===== src/rtl/fb_pixel_writer_if.sv =====
// Frame-buffer memory write bus: request/address/data held by the master
// until the slave acknowledges.
interface fb_pixel_writer_if;
  logic        memReq;
  logic [16:0] memAddr;
  logic [31:0] memWData;
  logic        memAck;

  modport master (
    output memReq,
    output memAddr,
    output memWData,
    input  memAck
  );

  modport slave (
    input  memReq,
    input  memAddr,
    input  memWData,
    output memAck
  );
endinterface


===== src/rtl/fb_pixel_writer.sv =====
// fb_pixel_writer: collects one frame of pixels from an upstream source,
// packs them into 32-bit words, buffers them in a small FIFO and writes them
// to sequential frame-buffer addresses starting at BASE_ADDR.
// Optional feature: define FB_RGB565_EN to convert pixels to RGB565 and pack
// two per word (first pixel in [15:0]); otherwise one RGB888 pixel per word.
module fb_pixel_writer #(
  parameter int unsigned BASE_ADDR    = 0,
  parameter int unsigned FIFO_DEPTH   = 8,
  parameter int unsigned FRAME_PIXELS = 130560
) (
  input  logic              clk_12,
  input  logic              rst,
  input  logic              startFrame,
  output logic              newFrame,
  input  logic              srcBsy,
  input  logic              pixelValid,
  input  logic [23:0]       pixelColor,
  fb_pixel_writer_if.master mem,
  output logic              bsy,
  output logic              frameDone,
  output logic              overflow
);

  localparam int unsigned PW       = $clog2(FIFO_DEPTH);
  localparam logic [16:0] BASE     = 17'(BASE_ADDR);
  localparam logic [PW:0] FULL_CNT = (PW+1)'(FIFO_DEPTH);

  typedef enum logic [2:0] {
    IDLE,
    REQUEST,
    WAIT_SRC,
    STREAM,
    FLUSH,
    DONE
  } state_t;

  state_t      state, state_nxt;
  logic [16:0] pix_cnt;
  logic        start_go;
  logic        in_window;
  logic        frame_full;
  logic        accept;

  logic        push;
  logic [31:0] push_data;
  logic        pack_empty;
  logic        push_ok;
  logic        drop;
  logic        pop;

  logic [31:0]   fifo_mem [FIFO_DEPTH];
  logic [PW-1:0] wr_ptr, rd_ptr;
  logic [PW:0]   count;
  logic          fifo_empty, fifo_full;

  logic          req_q;
  logic [16:0]   addr_q;
  logic [31:0]   wdata_q;

  assign start_go   = (state == IDLE) && startFrame;
  assign in_window  = (state == WAIT_SRC) || (state == STREAM);
  assign frame_full = (32'(pix_cnt) >= FRAME_PIXELS);
  assign accept     = pixelValid && in_window && !frame_full;

  assign fifo_empty = (count == '0);
  assign fifo_full  = (count == FULL_CNT);
  // The output stage reloads in the same cycle it is acknowledged, so the
  // bus sustains one word per cycle.
  assign pop        = !fifo_empty && (!req_q || mem.memAck);
  assign push_ok    = push && (!fifo_full || pop);
  assign drop       = push && fifo_full && !pop;

  assign mem.memReq   = req_q;
  assign mem.memAddr  = addr_q;
  assign mem.memWData = wdata_q;

  // State register
  always_ff @(posedge clk_12 or negedge rst) begin
    if (!rst) begin
      state <= IDLE;
    end else begin
      state <= state_nxt;
    end
  end

  // Next-state logic and state-decoded outputs
  always_comb begin
    state_nxt = state;
    newFrame  = 1'b0;
    frameDone = 1'b0;
    bsy       = 1'b1;
    unique case (state)
      IDLE: begin
        bsy = 1'b0;
        if (startFrame) begin
          state_nxt = REQUEST;
        end
      end
      REQUEST: begin
        newFrame  = 1'b1;
        state_nxt = WAIT_SRC;
      end
      WAIT_SRC: begin
        if (srcBsy) begin
          state_nxt = STREAM;
        end
      end
      STREAM: begin
        if (!srcBsy || frame_full) begin
          state_nxt = FLUSH;
        end
      end
      FLUSH: begin
        // Leave once the last word is being (or has been) accepted and
        // nothing remains in the packer or FIFO.
        if (pack_empty && fifo_empty && (!req_q || mem.memAck)) begin
          state_nxt = DONE;
        end
      end
      DONE: begin
        frameDone = 1'b1;
        state_nxt = IDLE;
      end
      default: begin
        state_nxt = IDLE;
      end
    endcase
  end

  // Accepted-pixel counter, cleared at the start of each frame
  always_ff @(posedge clk_12 or negedge rst) begin
    if (!rst) begin
      pix_cnt <= '0;
    end else if (start_go) begin
      pix_cnt <= '0;
    end else if (accept) begin
      pix_cnt <= pix_cnt + 17'd1;
    end
  end

`ifdef FB_RGB565_EN
  logic [15:0] half_q;
  logic        half_vld;

  function automatic logic [15:0] to_565(input logic [23:0] c);
    return {c[23:19], c[15:10], c[7:3]};
  endfunction

  assign pack_empty = !half_vld;

  // Word assembly: second pixel of a pair, or the odd leftover during FLUSH
  always_comb begin
    push      = 1'b0;
    push_data = '0;
    if (accept) begin
      if (half_vld) begin
        push      = 1'b1;
        push_data = {to_565(pixelColor), half_q};
      end
    end else if ((state == FLUSH) && half_vld) begin
      push      = 1'b1;
      push_data = {16'h0000, half_q};
    end
  end

  // Holding register for the first pixel of each pair
  always_ff @(posedge clk_12 or negedge rst) begin
    if (!rst) begin
      half_q   <= '0;
      half_vld <= 1'b0;
    end else if (start_go) begin
      half_q   <= '0;
      half_vld <= 1'b0;
    end else if (accept) begin
      if (half_vld) begin
        half_vld <= 1'b0;
      end else begin
        half_q   <= to_565(pixelColor);
        half_vld <= 1'b1;
      end
    end else if ((state == FLUSH) && half_vld) begin
      half_vld <= 1'b0;
    end
  end
`else
  assign pack_empty = 1'b1;

  // One zero-extended RGB888 pixel per word
  always_comb begin
    push      = accept;
    push_data = {8'h00, pixelColor};
  end
`endif

  // FIFO storage; contents are qualified by the pointers, so no reset
  always_ff @(posedge clk_12) begin
    if (push_ok) begin
      fifo_mem[wr_ptr] <= push_data;
    end
  end

  // FIFO pointers and occupancy
  always_ff @(posedge clk_12 or negedge rst) begin
    if (!rst) begin
      wr_ptr <= '0;
      rd_ptr <= '0;
      count  <= '0;
    end else begin
      if (push_ok) begin
        wr_ptr <= wr_ptr + PW'(1);
      end
      if (pop) begin
        rd_ptr <= rd_ptr + PW'(1);
      end
      case ({push_ok, pop})
        2'b10:   count <= count + (PW+1)'(1);
        2'b01:   count <= count - (PW+1)'(1);
        default: count <= count;
      endcase
    end
  end

  // Sticky overflow: set when a word is dropped, cleared on frame start
  always_ff @(posedge clk_12 or negedge rst) begin
    if (!rst) begin
      overflow <= 1'b0;
    end else if (start_go) begin
      overflow <= 1'b0;
    end else if (drop) begin
      overflow <= 1'b1;
    end
  end

  // Bus output stage: request and data held until acknowledged
  always_ff @(posedge clk_12 or negedge rst) begin
    if (!rst) begin
      req_q   <= 1'b0;
      wdata_q <= '0;
    end else if (pop) begin
      req_q   <= 1'b1;
      wdata_q <= fifo_mem[rd_ptr];
    end else if (mem.memAck) begin
      req_q   <= 1'b0;
    end
  end

  // Write address: reloaded at frame start, advanced per accepted word
  always_ff @(posedge clk_12 or negedge rst) begin
    if (!rst) begin
      addr_q <= BASE;
    end else if (start_go) begin
      addr_q <= BASE;
    end else if (req_q && mem.memAck) begin
      addr_q <= addr_q + 17'd1;
    end
  end

endmodule


===== src/flat_wrapper.sv =====
// flat-port wrapper written by rule: the top's interface ports become plain ports
module fb_pixel_writer_flat 
#(
  parameter int unsigned BASE_ADDR    = 0,
  parameter int unsigned FIFO_DEPTH   = 8,
  parameter int unsigned FRAME_PIXELS = 130560
)
  (clk_12, rst, startFrame, newFrame, srcBsy, pixelValid, pixelColor, bsy, frameDone, overflow, mem_memReq, mem_memAddr, mem_memWData, mem_memAck);
  fb_pixel_writer_if mem_i ();
  input  logic clk_12;
  input  logic rst;
  input  logic startFrame;
  output logic newFrame;
  input  logic srcBsy;
  input  logic pixelValid;
  input  logic [23:0] pixelColor;
  output logic bsy;
  output logic frameDone;
  output logic overflow;
  output wire logic [$bits(mem_i.memReq)-1:0] mem_memReq;
  output wire logic [$bits(mem_i.memAddr)-1:0] mem_memAddr;
  output wire logic [$bits(mem_i.memWData)-1:0] mem_memWData;
  input wire logic [$bits(mem_i.memAck)-1:0] mem_memAck;
  assign mem_memReq = mem_i.memReq;
  assign mem_memAddr = mem_i.memAddr;
  assign mem_memWData = mem_i.memWData;
  assign mem_i.memAck = mem_memAck;
  fb_pixel_writer #(.BASE_ADDR(BASE_ADDR), .FIFO_DEPTH(FIFO_DEPTH), .FRAME_PIXELS(FRAME_PIXELS)) u_core (.clk_12(clk_12), .rst(rst), .startFrame(startFrame), .newFrame(newFrame), .srcBsy(srcBsy), .pixelValid(pixelValid), .pixelColor(pixelColor), .mem(mem_i), .bsy(bsy), .frameDone(frameDone), .overflow(overflow));
endmodule

===== config.mk =====
export PLATFORM = sky130hd
export DESIGN_NAME = fb_pixel_writer_flat
export DESIGN_NICKNAME = d
export VERILOG_FILES = /design/src/rtl/fb_pixel_writer_if.sv /design/src/rtl/fb_pixel_writer.sv /design/src/flat_wrapper.sv
export SDC_FILE = /design/constraint.sdc
export NUM_CORES = 1
export LEC_CHECK = 0
export CAP_MARGIN = 30
export CORE_AREA = 5 5 192 194
export DETAILED_ROUTE_END_ITERATION = 16
export DIE_AREA = 0 0 197 199
export HOLD_SLACK_MARGIN = 0.08
export SYNTH_ARGS = -nofsm -noshare
export SYNTH_HDL_FRONTEND = slang
export SYNTH_SLANG_ARGS = --single-unit

===== constraint.sdc =====
create_clock -name clk_12 -period 7 [get_ports clk_12]
set_input_delay 1.4 -clock clk_12 [delete_from_list [all_inputs] [get_ports clk_12]]
set_output_delay 1.4 -clock clk_12 [all_outputs]
set_load 0.02 [all_outputs]

==> results of run 1 <==
-- report_power, final --
part	switching (mW)	internal, mW
Sequential	0.245	1.95
Combinational	0.669	0.672
Clock	0.572	0.789
-- routing by layer --
layer / track usage (%) / vias to the layer above / wire length (µm)
met5: 0 / - / 13
met4: 1.95 / 2 / 331
met3: 2.25 / 27 / 1030
met2: 17.7 / 116 / 10000
met1: 15.2 / 2881 / 9870
li1: - / 2655 / -
-- sequential cells by signal, indices dropped and copies added (netlist names) --
| register | flops |
|---|---|
| u_core.fifo_mem | 192 |
| u_core.mem.memWData | 24 |
| u_core.mem.memAddr | 17 |
| u_core.pix_cnt | 17 |
| u_core.count | 4 |
| u_core.rd_ptr | 3 |
| u_core.state | 3 |
| u_core.wr_ptr | 3 |
| u_core.mem.memReq | 1 |
| u_core.overflow | 1 |
-- cell usage in the layout (no fill, tap or decap), drive strengths merged, types with 8 or more instances in the layout --
master and instances:
edfxtp 192, clkdlybuf4s50 74, dfrtp 73, mux4 48
nor2 48, a21oi 41, clkbuf 37, mux2i 31
nand2 29, nand3 17, buf 14, xnor2 12
nand2b 9, nand4 9, o21ai 9, nor3 9
clkinv 9, nor4 8, ha 8, conb 8
-- per-stage QoR --
step	area [µm²]	setup slack (ns)
5_1_grt	12900	3.34
3_3_place_gp	12000	2.91
6_report	12900	3.42
4_1_cts	12900	3.43
2_1_floorplan	10700	2.81
3_5_place_dp	12000	2.89
-- worst max path at each step --
| stage | start | endpoint | slack (ns) | cells after the start |
|---|---|---|---|---|
| floorplan | pixelValid | u_core.fifo_mem[0][0]$_DFFE_PP_ | 2.81 | 4 |
| finish | mem_memAck | u_core.fifo_mem[4][17]$_DFFE_PP_ | 3.42 | 6 |
| CTS | mem_memAck | u_core.fifo_mem[4][17]$_DFFE_PP_ | 3.43 | 6 |
| global route | mem_memAck | u_core.fifo_mem[4][17]$_DFFE_PP_ | 3.34 | 6 |
| global placement | mem_memAck | u_core.fifo_mem[4][0]$_DFFE_PP_ | 2.91 | 6 |
| detailed placement | mem_memAck | u_core.fifo_mem[4][21]$_DFFE_PP_ | 2.89 | 6 |
-- area by class of cell --
cell class                      instances  area [µm²]
Fill cell                            3303       22200
Sequential cell                       265        7600
Multi-Input combinational cell        340        2960
Timing Repair Buffer                   88         858
Clock buffer                           37         713
Tap cell                              461         577
Clock inverter                         12         123
Inverter                                6        22.5
-- cell families (layout without fill, tap and decap cells) --
family	Yosys count	count (layout)	synth area share [%]
flops	265	265	70.9
simple gates	158	158	7.72
mux	82	82	13.3
compound gates	65	65	3.51
buf+inv	41	143	1.99
xor+xnor	19	19	1.56
fa+ha+maj	8	8	0.935
other cells	1	8	0.0350
==> results_dict.tcl, run 1 <==
set metrics [dict create \
    outcome "completed" \
    fin_nets 766 \
    finalSetupViolations 0 \
    clk_path_buf_depth 3 \
    drc 0 \
    end_kind "flop" \
    diodes 0 \
    rsz0062_at_grt "no" \
    grt_start_max_net_pins 51 \
    rows 69 \
    synth_top_area_cell "edfxtp_1" \
    grt_pass1_wl_um 33900 \
    post_cts_buffers 0 \
    synth.ff_latch_count 265 \
    worst_pin_slew_ns 0.846 \
    fp.dieW_um 197 \
    vias_per_cell 4.70 \
    clkTransAtPathRegs_ns 0.06 \
    fin_cells 1209 \
    r2r_slack_ns 4.22 \
    wirelength_um 21200 \
    power_leakage_nw 4.44 \
    synth_flop_cell "edfxtp_1" \
    slew_headroom_pct 43.6 \
    ir_drop_v 0.000268 \
    synth_area_per_cell_um2 16.7 \
    finalHoldViolCount 0 \
    cts_root_buf "clkbuf_16" \
    ios 84 \
    cts_sinks 265 \
    initial_core_util_pct 30.5 \
    grt-ovfl-total 0 \
    cp_num_buf_inv 2 \
    synth_edf_count 192 \
    numPlacedInstances 1160 \
    p_per_area_nw_per_um2 381 \
    ctsHoldBuffers 0 \
    period_minus_slack_ns 3.58 \
    tns_ns 0 \
    synth_common_cells "192 x edfxtp_1, 73 x dfrtp_1, 48 x mux4_2, 48 x nor2_1, 41 x a21oi_1" \
    drtPass1Iterations 4 \
    r2r-start "u_core.pix_cnt[11]$_DFFE_PN0P_" \
    ys_seq_area_share_pct 70.9 \
    worstPathArrival_ns 3.79 \
    holdPathEnd "u_core.pix_cnt[16]$_DFFE_PN0P_" \
    syn_to_final_growth_pct 20.1 \
    synthCells 639 \
    finish.utilization_pct 36.7 \
    synth_top_cell_area_share_pct 53.9 \
    gp_congestion 0.718 \
    fin_crit_sh_pct 51.1 \
    critPathSlowestCell "clkdlybuf4s50_1" \
    synth.most_common_cell "edfxtp_1" \
    core-area_um2 35100 \
    dieArea_um2 39200 \
    grt_usage_pct 10.8 \
    drive_gt1_share_pct 16.2 \
    max_freq_mhz 280 \
    synth_area_um2 10700 \
    drt_iter0_markers 260 \
    worstRegToRegCells 5 \
    start_kind "input pin" \
    crit_type "input pin to flop" \
    dpl.hpwl_um 12800 \
    ys_async_sr_fraction_pct 27.5 \
    crit_fanout 15 \
    cts_made_buffers 27 \
    slew_violations 0 \
    portBuffers 75 \
    slowest_delay_ns 0.62 \
    cts.htree.levels 1 \
    wl_per_cell_um 17.6 \
    whs_path_depth 1 \
    synth_cell_types 49 \
    reg2reg_to "u_core.fifo_mem[4][17]$_DFFE_PP_" \
    timing.hold.ws_ns 0.498 \
    cp.required_ns 7.21 \
    dr_total_vias 5681 \
    cp_top_family "simple AND/OR/NAND/NOR gates" \
    antenna_found_initial 1 \
    min_from "u_core.pix_cnt[16]$_DFFE_PN0P_" \
    hold_class "flop to flop" \
    cts_tree "built" \
    power.total_mw 4.89 \
    fp.dieH_um 199 \
    postRouteAntennaNets 0 \
    cts_resized 0 \
    cp_cell_sequence "clkdlybuf4s50_1 -> nor2b_1 -> and3_1 -> or3_1 -> nor2_2 -> buf_4" \
    yosys_warnings 0 \
    drv_cap 0 \
    clock_latency_ns 0.54 \
    synthTopCellsByArea "edfxtp_1 54%, dfrtp_1 17%, mux4_2 10%" \
    clock-skew-final_ns 0.0112 \
    grt_pass1_vias 5983 \
]
(Power assumes the default switching activity.)
==> inputs of run 2 (changes only) <==
==> constraint.sdc (replaced) <==
create_clock -name clk_12 -period 3.1 [get_ports clk_12]
set_input_delay 0.62 -clock clk_12 [delete_from_list [all_inputs] [get_ports clk_12]]
set_output_delay 0.62 -clock clk_12 [all_outputs]
set_load 0.02 [all_outputs]
==> run 2 against run 1 <==
  * Critical path depth shrank 4
  * Largest power group unchanged
  * Hold slack lost 0.37 ns
  * Sequential share of layout area shrank 1.5 points
  * Critical endpoint is now bsy
  * First-iteration DRC count grew 15%
  * Via count grew 1.5%
  * Power grew 140%
  * Global-route usage is essentially flat
  * Worst setup slack lost 2.9 ns
==> results_dict.tcl, run 2 (synthesis gave the netlist of run 1 again) <==
set metrics [dict create \
    clock-skew-final_ns 0.0116 \
    drv_cap 0 \
    grt_start_max_net_pins 52 \
    dpl.hpwl_um 13700 \
    fp.dieW_um 197 \
    drt_iter0_markers 300 \
    drc 0 \
    wirelength_um 21300 \
    wl_per_cell_um 17.3 \
    grt_usage_pct 10.8 \
    syn_to_final_growth_pct 23.3 \
    cts_sinks 265 \
    slew_headroom_pct 53.5 \
    slowest_delay_ns 0.54 \
    grt_pass1_wl_um 33800 \
    ctsHoldBuffers 0 \
    antenna_found_initial 1 \
    final_area_um2 13200 \
    numPlacedInstances 1179 \
    dr_total_vias 5764 \
    period_minus_slack_ns 2.61 \
    cp_top_family "buffers and inverters" \
    hold_class "input pin to async pin" \
    cp_cell_sequence "or3_1 -> clkdlybuf4s50_1" \
    gp_congestion 0.721 \
    cp.required_ns 2.48 \
    worstPathArrival_ns 1.99 \
    fin_crit_sh_pct 84.1 \
    place_area_um2 12200 \
    core-area_um2 35100 \
    power.total_mw 11.5 \
    ios 84 \
    start_kind "flop" \
    initial_core_util_pct 30.5 \
    r2r_slack_ns 0.74 \
    ir_drop_v 0.000581 \
    fin_cells 1229 \
    critPathSlowestCell "clkdlybuf4s50_1" \
    layout_common_cells "192 x edfxtp_1, 74 x clkdlybuf4s50_1, 70 x dfrtp_1, 48 x mux4_2" \
    largest_reg_flops 192 \
    vias_per_cell 4.69 \
    power_leakage_nw 4.61 \
    cp_num_buf_inv 1 \
    drive_gt1_share_pct 19.0 \
    fin_nets 785 \
    cts.htree.levels 1 \
    crit_type "flop to primary output" \
    outcome "completed" \
    worst_pin_slew_ns 0.698 \
    clkTransAtPathRegs_ns 0.06 \
    rsz0062_at_grt "no" \
    slew_violations 0 \
    timing.hold.ws_ns 0.130 \
    fp.dieH_um 199 \
    finalHoldViolCount 0 \
    tns_ns 0 \
    finalSetupViolations 0 \
    diodes 0 \
    post_cts_buffers 0 \
    crit_fanout 11 \
    drtPass1Iterations 6 \
    clk_path_buf_depth 3 \
    top_register "u_core.fifo_mem" \
    grt-ovfl-total 0 \
    final_common_cell "edfxtp_1" \
    cts_root_buf "clkbuf_16" \
    p_per_area_nw_per_um2 873 \
    cts_made_buffers 27 \
    clock_latency_ns 0.54 \
    dieArea_um2 39200 \
    rows 69 \
    cts_tree "built" \
    cts_resized 0 \
    postRouteAntennaNets 0 \
    grt_pass1_vias 5991 \
    max_freq_mhz 383 \
    end_kind "primary output" \
    portBuffers 75 \
]
## run 2: changes by cell type in the layout (fill, tap and decap cells not counted), sizes merged
cell      delta
inv          +1
clkbuf       -2
clkinvlp     +1
bufinv       +3
clkinv       -2
buf         +19
## run 2: per-stage QoR
step	utilization, %	setup WS (ns)
6_report	37.6	0.492
5_1_grt	37.6	0.408
4_1_cts	37.6	0.460
3_5_place_dp	34.9	0.183
3_3_place_gp	34.9	0.169
2_1_floorplan	-	0.333
## run 2: power by group
| group | internal [mW] | switching, mW | total, mW |
|---|---|---|---|
| logic | 1.63 | 1.59 | 3.22 |
| clock network | 2.08 | 1.34 | 3.42 |
| registers | 4.39 | 0.488 | 4.88 |
## run 2: cell type report
type,instances,area (µm²)
timing repair buffer,107,1080
tap,461,577
inverter,6,22.5
sequential,265,7600
clock inverter,15,220
fill,3298,21900
clock buffer,35,726
multi-input combinational,340,2980
## run 2: path summary, 6_finish.rpt
path	from	to	cells after the start
max	u_core.state[1]$_DFFE_PN0P_	bsy	2
min	rst	u_core.pix_cnt[11]$_DFFE_PN0P_	1
max reg2reg	u_core.state[1]$_DFFE_PN0P_	u_core.count[2]$_DFFE_PN0P_	10
min reg2reg	u_core.pix_cnt[16]$_DFFE_PN0P_	u_core.pix_cnt[16]$_DFFE_PN0P_	1
max in group asynchronous	rst	u_core.pix_cnt[2]$_DFFE_PN0P_	2
min in group clk_12	u_core.pix_cnt[16]$_DFFE_PN0P_	u_core.pix_cnt[16]$_DFFE_PN0P_	1
## run 2: routing by layer
metal,vias up,share of wire (%),track usage [%]
li1,2690,-,-
met1,2922,45,14.8
met2,115,48,18.3
met3,35,5.0,2.07
met4,2,2.1,2.26
met5,-,0.052,0
